`src/rtl/led_status_coder.sv`:
```
// Drives the board LED from a heartbeat: mirrors the synchronised beat when no code
// is pending, otherwise flashes the pending code once per beat tick, then a dark gap.
module led_status_coder #(
    parameter int CODE_W    = 4,
    parameter int GAP_TICKS = 4
) (
    input  logic              clk,
    input  logic              rst,
    input  logic              beat_in,
    input  logic [CODE_W-1:0] code_in,
    input  logic              code_load,
    output logic              led_out,
    output logic              seq_active,
    output logic [CODE_W-1:0] code_cur
);
    typedef enum logic [1:0] {
        ST_IDLE = 2'd0,
        ST_ON   = 2'd1,
        ST_OFF  = 2'd2,
        ST_GAP  = 2'd3
    } state_t;

    localparam logic [CODE_W-1:0] CODE_ZERO = {CODE_W{1'b0}};
    localparam logic [CODE_W-1:0] CODE_ONE  = CODE_W'(1);
    localparam logic [7:0]        GCNT_LOAD = 8'(GAP_TICKS - 1);

    logic              s1_r, s2_r, s3_r;
    logic              prim_r, armed_r;
    logic              tick_s;
    logic [CODE_W-1:0] pending_r;
    state_t            state_r, state_s;
    logic [CODE_W-1:0] cur_r, cur_s;
    logic [CODE_W-1:0] cnt_r, cnt_s;
    logic [7:0]        gcnt_r, gcnt_s;
    logic              led_r, led_s;
    logic              active_r;
    logic [CODE_W-1:0] code_cur_r;

    // Beat synchroniser and edge history; armed_r blocks a fake rising edge when
    // beat_in is already high at reset release (it must first be seen low).
    always_ff @(posedge clk or posedge rst) begin
        if (rst) begin
            s1_r    <= 1'b0;
            s2_r    <= 1'b0;
            s3_r    <= 1'b0;
            prim_r  <= 1'b0;
            armed_r <= 1'b0;
        end else begin
            s1_r    <= beat_in;
            s2_r    <= s1_r;
            s3_r    <= s2_r;
            prim_r  <= 1'b1;
            armed_r <= armed_r | (prim_r & ~s1_r);
        end
    end

    assign tick_s = s2_r & ~s3_r & armed_r;

    // Pending code register: last load wins, never cleared by the sequencer.
    always_ff @(posedge clk or posedge rst) begin
        if (rst) begin
            pending_r <= CODE_ZERO;
        end else if (code_load) begin
            pending_r <= code_in;
        end else begin
            pending_r <= pending_r;
        end
    end

    // Next-state logic; every transition is gated by a beat tick.
    always_comb begin
        state_s = state_r;
        cur_s   = cur_r;
        cnt_s   = cnt_r;
        gcnt_s  = gcnt_r;
        if (tick_s) begin
            case (state_r)
                ST_IDLE: begin
                    if (pending_r != CODE_ZERO) begin
                        cur_s   = pending_r;
                        cnt_s   = pending_r;
                        state_s = ST_ON;
                    end else begin
                        state_s = ST_IDLE;
                    end
                end
                ST_ON: begin
                    cnt_s   = cnt_r - CODE_ONE;
                    state_s = ST_OFF;
                end
                ST_OFF: begin
                    if (cnt_r == CODE_ZERO) begin
                        gcnt_s  = GCNT_LOAD;
                        state_s = ST_GAP;
                    end else begin
                        state_s = ST_ON;
                    end
                end
                ST_GAP: begin
                    if (gcnt_r != 8'd0) begin
                        gcnt_s = gcnt_r - 8'd1;
                    end else if (pending_r != CODE_ZERO) begin
                        cur_s   = pending_r;
                        cnt_s   = pending_r;
                        state_s = ST_ON;
                    end else begin
                        cur_s   = CODE_ZERO;
                        state_s = ST_IDLE;
                    end
                end
                default: begin
                    cur_s   = CODE_ZERO;
                    state_s = ST_IDLE;
                end
            endcase
        end else begin
            state_s = state_r;
        end
    end

    // LED level for the state being entered; idle mirrors the synchronised beat.
    always_comb begin
        led_s = 1'b0;
        case (state_s)
            ST_ON:   led_s = 1'b1;
            ST_IDLE: led_s = s2_r;
            default: led_s = 1'b0;
        endcase
    end

    // Sequencer registers and registered outputs, all updated on the same edge.
    always_ff @(posedge clk or posedge rst) begin
        if (rst) begin
            state_r    <= ST_IDLE;
            cur_r      <= CODE_ZERO;
            cnt_r      <= CODE_ZERO;
            gcnt_r     <= 8'd0;
            led_r      <= 1'b0;
            active_r   <= 1'b0;
            code_cur_r <= CODE_ZERO;
        end else begin
            state_r    <= state_s;
            cur_r      <= cur_s;
            cnt_r      <= cnt_s;
            gcnt_r     <= gcnt_s;
            led_r      <= led_s;
            active_r   <= (state_s != ST_IDLE);
            code_cur_r <= cur_s;
        end
    end

    assign led_out    = led_r;
    assign seq_active = active_r;
    assign code_cur   = code_cur_r;

endmodule

```
`config.mk`:
```
export PLATFORM = sky130hd
export DESIGN_NAME = led_status_coder
export DESIGN_NICKNAME = d
export VERILOG_FILES = /design/src/rtl/led_status_coder.sv
export SDC_FILE = /design/constraint.sdc
export NUM_CORES = 1
export LEC_CHECK = 0
export CAP_MARGIN = 20
export CORE_MARGIN = 2
export CORE_UTILIZATION = 51
export DETAILED_ROUTE_END_ITERATION = 8
export GPL_TIMING_DRIVEN = 0
export PLACE_DENSITY = 0.75
export SYNTH_ARGS = -nofsm -noshare
export SYNTH_HDL_FRONTEND = slang
export SYNTH_SLANG_ARGS = --single-unit
```
`constraint.sdc`:
```
create_clock -name clk -period 2 [get_ports clk]
set_clock_uncertainty 0.15 [all_clocks]
set_input_delay 0.2 -clock clk [delete_from_list [all_inputs] [get_ports clk]]
set_output_delay 0.2 -clock clk [all_outputs]
set_load 0.005 [all_outputs]
```
==> flow_summary_export.csv <==
group,metric,value,unit
global_route,grt_max_degree,30,
finish,post_layout_instance_count_excluding_filler_cells,209,
logic_synthesis,yosys-top-cells-area,"dfrtp_1 46%, ha_1 3.2%, mux2i_1 3.2%",
clock_network,clock_latency,0.33,ns
logic_synthesis,unique_masters_post_synth,47,
finish,net_count_final,188,
placed_design,preCtsSetupSlack,-0.0902,ns
floorplanning,initial_standard_cell_utilization_of_the_core,52.8,%
power,share_clk_of_total_power,14.5,%
finish,stdcell_area,1940,um^2
finish,layout_area_overhead,22.6,%
floorplanning,core_region_area,3000,um^2
floorplanning,ios,14,
job,max_cap_violations,0,
setup_path,critical_path_buf_inv_count,1,
power,cellInternalPower,0.00155,W
setup_path,cp_delay_by_family_top,"simple AND/OR/NAND/NOR gates",
global_route,grt_antenna_before_repair,0,
routing,detail_route.wirelength,3540,um
run_status,result_of_the_run,"finished with violations",
placed_design,io_buffer_count,13,
clock_network,clock_tree.buffer_depth,2,
routing,number_of_iterations_in_the_first_detailed_routing_pass,4,
sta,slew-limit-headroom,63.2,%
setup_path,startpoint_type,"register",
floorplanning,die_height,59.8,um
global_route,grt.overflow.total,0,
routing,via_count,1270,
power,pwr-share-seq,38.4,%
logic_synthesis,synthTopCellsByCount,"29 x dfrtp_1, 10 x inv_1, 8 x nand2_1, 8 x nand3_1",
setup_path,cp-startpoint,"cnt_r[0]$_DFFE_PP0P_",
logic_synthesis,yosysMostFrequentCell,"dfrtp_1",
setup_path,worst-endpoint-arrival,2.06,ns
global_route,grt_first_pass_wirelength,5340,um
clock_network,clk_pin_slew_worst_paths,0.10,ns
routing,avgRoutedWirePerCell,16.9,um
logic_synthesis,synth_top_area_cell,"dfrtp_1",
logic_synthesis,syn-mean-instance-area,10.7,um^2
finish,fin_util,64.8,%
logic_synthesis,synth.cell_area,1590,um^2
setup_path,path_depth,6,
routing,remaining_drc_errors,0,
logic_synthesis,ys.flop_type,"dfrtp_1",
setup_path,crit-reg2reg-launch,"cnt_r[0]$_DFFE_PP0P_",
placed_design,placedInstanceArea,1760,um^2
logic_synthesis,synth_nets,160,
setup_path,r2r_end,"gcnt_r[1]$_DFFE_PP0P_",
sta,fin_crit,2.01,ns
sta,final-setup-viol-count,1,
setup_path,critical_path.max_stage_delay,0.49,ns
setup_path,required,2.05,ns
setup_path,crit_slowest_cell,"or4_4",
logic_synthesis,synth_async_sr_flop_share,100,%
run_status,violations,"setup timing",
logic_synthesis,synth_enable_flop_cells,0,
sta,hold_ws,0.0508,ns
clock_network,root_buffer,"clkbuf_4",
setup_path,worst-r2r-cell-count,6,
finish,fraction_of_layout_instances_using_a_drive_strength_above_1,27.3,%
placed_design,globalplace.congestion,0.854,
global_route,grt_pass1_vias,1162,
global_route,groute.usage.overall,20.7,%
sta,max_clock_freq,499,MHz
power,combPwrFrac,47.1,%
floorplanning,die-width,59.8,um
clock_network,cts_max_level,2,
logic_synthesis,postSynthRegisterBits,29,
power,p_per_area,1290,nW/um^2
floorplanning,row_count,20,
setup_path,ff2ff_setup_slack,-0.005,ns
setup_path,worst-setup-path-type,"register to register",
power,static-leakage-power,0.803,nW
setup_path,worstSetupEndpoint,"gcnt_r[1]$_DFFE_PP0P_",
sta,report.final.hold_viol_count,0,
clock_network,cts_tree,"yes",
routing,drtIter0Drc,43,
power,max-vdd-ir-drop,0.689,mV
sta,fraction_of_the_cycle_the_final_worst_path_needs,100,%
min_path,timing.hold.worst.class,"input port to asynchronous set/reset pin",
finish,antenna-diode-count,0,
sta,drv_slew,0,
sta,worst_slack,-0.00507,ns
setup_path,worstSetupEndpointType,"register",
routing,post_route_antenna_net_violation_count,0,
sta,grt_setup_unrepaired,"yes",
placed_design,place_inst,194,
setup_path,critical_path.max_fanout,5,
sta,worst_slew_pin_slew,0.551,ns
power,netSwitchingPower,0.000962,W
clock_network,cts.sinks,29,
placed_design,dp.final_hpwl,2190,um
logic_synthesis,syn_inst,148,
floorplanning,die_area,3570,um^2
logic_synthesis,synth.yosys.seq_area_share,45.7,%
clock_network,cts_buffers,5,
logic_synthesis,post_synth_top_area_share,45.7,%
routing,vias_per_cell,6.08,
finish,number_of_fill_cells,233,
logic_synthesis,yosysWarningCount,0,
power,netSwitchingFraction,38.4,%
setup_path,worstPathCellList,"inv_2 -> ha_4 -> nand2_2 -> or4_4 -> a21oi_4 -> mux2_4",
layer usage:
metal / up-vias / track usage, % / wire length, um
met5: - / 0 / 0
met2: 43 / 32.0 / 1720
li1: 595 / - / -
met4: 0 / 7.94 / 85
met3: 14 / 7.36 / 175
met1: 618 / 26.7 / 1560
power groups by stage:
stage | logic [W] | registers [W] | clock network [W]
floorplan | 0.000682 | 0.000927 | 0
global route | 0.00131 | 0.000990 | 0.000409
CTS | 0.00102 | 0.000949 | 0.000369
finish | 0.00118 | 0.000962 | 0.000365
detailed placement | 0.000959 | 0.000959 | 0
global placement | 0.000917 | 0.000946 | 0
worst min path at each step:
| stage | to | slack (ns) | cells after the start |
|---|---|---|---|
| after detailed placement | s2_r$_DFF_PP0_ | 0.22 | 0 |
| after CTS | s1_r$_DFF_PP0_ | 0.17 | 1 |
| after global placement | s2_r$_DFF_PP0_ | 0.21 | 0 |
| after global routing | gcnt_r[7]$_DFFE_PP0P_ | 0.09 | 2 |
| final | gcnt_r[7]$_DFFE_PP0P_ | 0.05 | 2 |
| after floorplan | s1_r$_DFF_PP0_ | 0.08 | 0 |
state kept, by name, summed over array words and instances (netlist names):
name and count:
gcnt_r 8, seq_active 1, s1_r 1, s2_r 1, s3_r 1, code_cur 4, cnt_r 4, pending_r 4
armed_r 1, prim_r 1, state_r 2, led_out 1
cell families (layout without fill, tap and decap cells):
kind of cell / count (synthesis) / in the layout / share of synthesized area, %
AND/OR/NAND/NOR: 42 / 43 / 17.0
AO/OA/AOI/OAI: 40 / 40 / 18.9
flip-flops: 29 / 29 / 45.7
buffers and inverters: 19 / 46 / 6.15
multiplexers: 13 / 13 / 8.83
adder cells (fa/ha/maj): 4 / 4 / 3.15
other: 1 / 1 / 0.236
placed cells by master (no fill, tap or decap), types with 3 or more instances in the layout:
master / Yosys / final
clkdlybuf4s50_1: 0 / 13
clkbuf_4: 0 / 5
or4_4: 2 / 3
o21ai_0: 7 / 7
nand2_1: 8 / 7
nand3_1: 8 / 7
inv_1: 10 / 7
mux2_4: 0 / 3
inv_2: 0 / 3
o21ai_1: 3 / 3
o21bai_1: 4 / 4
mux2i_1: 5 / 5
dfrtp_1: 29 / 29
mux2_2: 4 / 4
buf_4: 0 / 8
nor2_1: 7 / 6
area by class of cell:
type	instances	area [um^2]	area share, %
inverter	10	37.5	1.93
tap	33	41.3	2.12
clock buffer	7	55.1	2.83
timing repair buffer	22	205	10.6
buffer	7	46.3	2.38
sequential	29	726	37.3
multi-input combinational	101	833	42.9
stage by stage:
stage	setup TNS, ns	power (W)
final	-0.00507	0.00251
after global routing	-0.189	0.00271
after CTS	-0.0104	0.00234
after detailed placement	-0.349	0.00192
after global placement	-0.0595	0.00186
after floorplan	0	0.00161
repair_timing:
item | CTS | global route
hold buffers | 0 | 0
endpoints found under the setup margin | 8 | 15
resized for setup | 4 | 14
cloned | 0 | 1
setup buffers | 4 | 4
pin swaps | 1 | 2
Power figures use the tool's default switching activity.
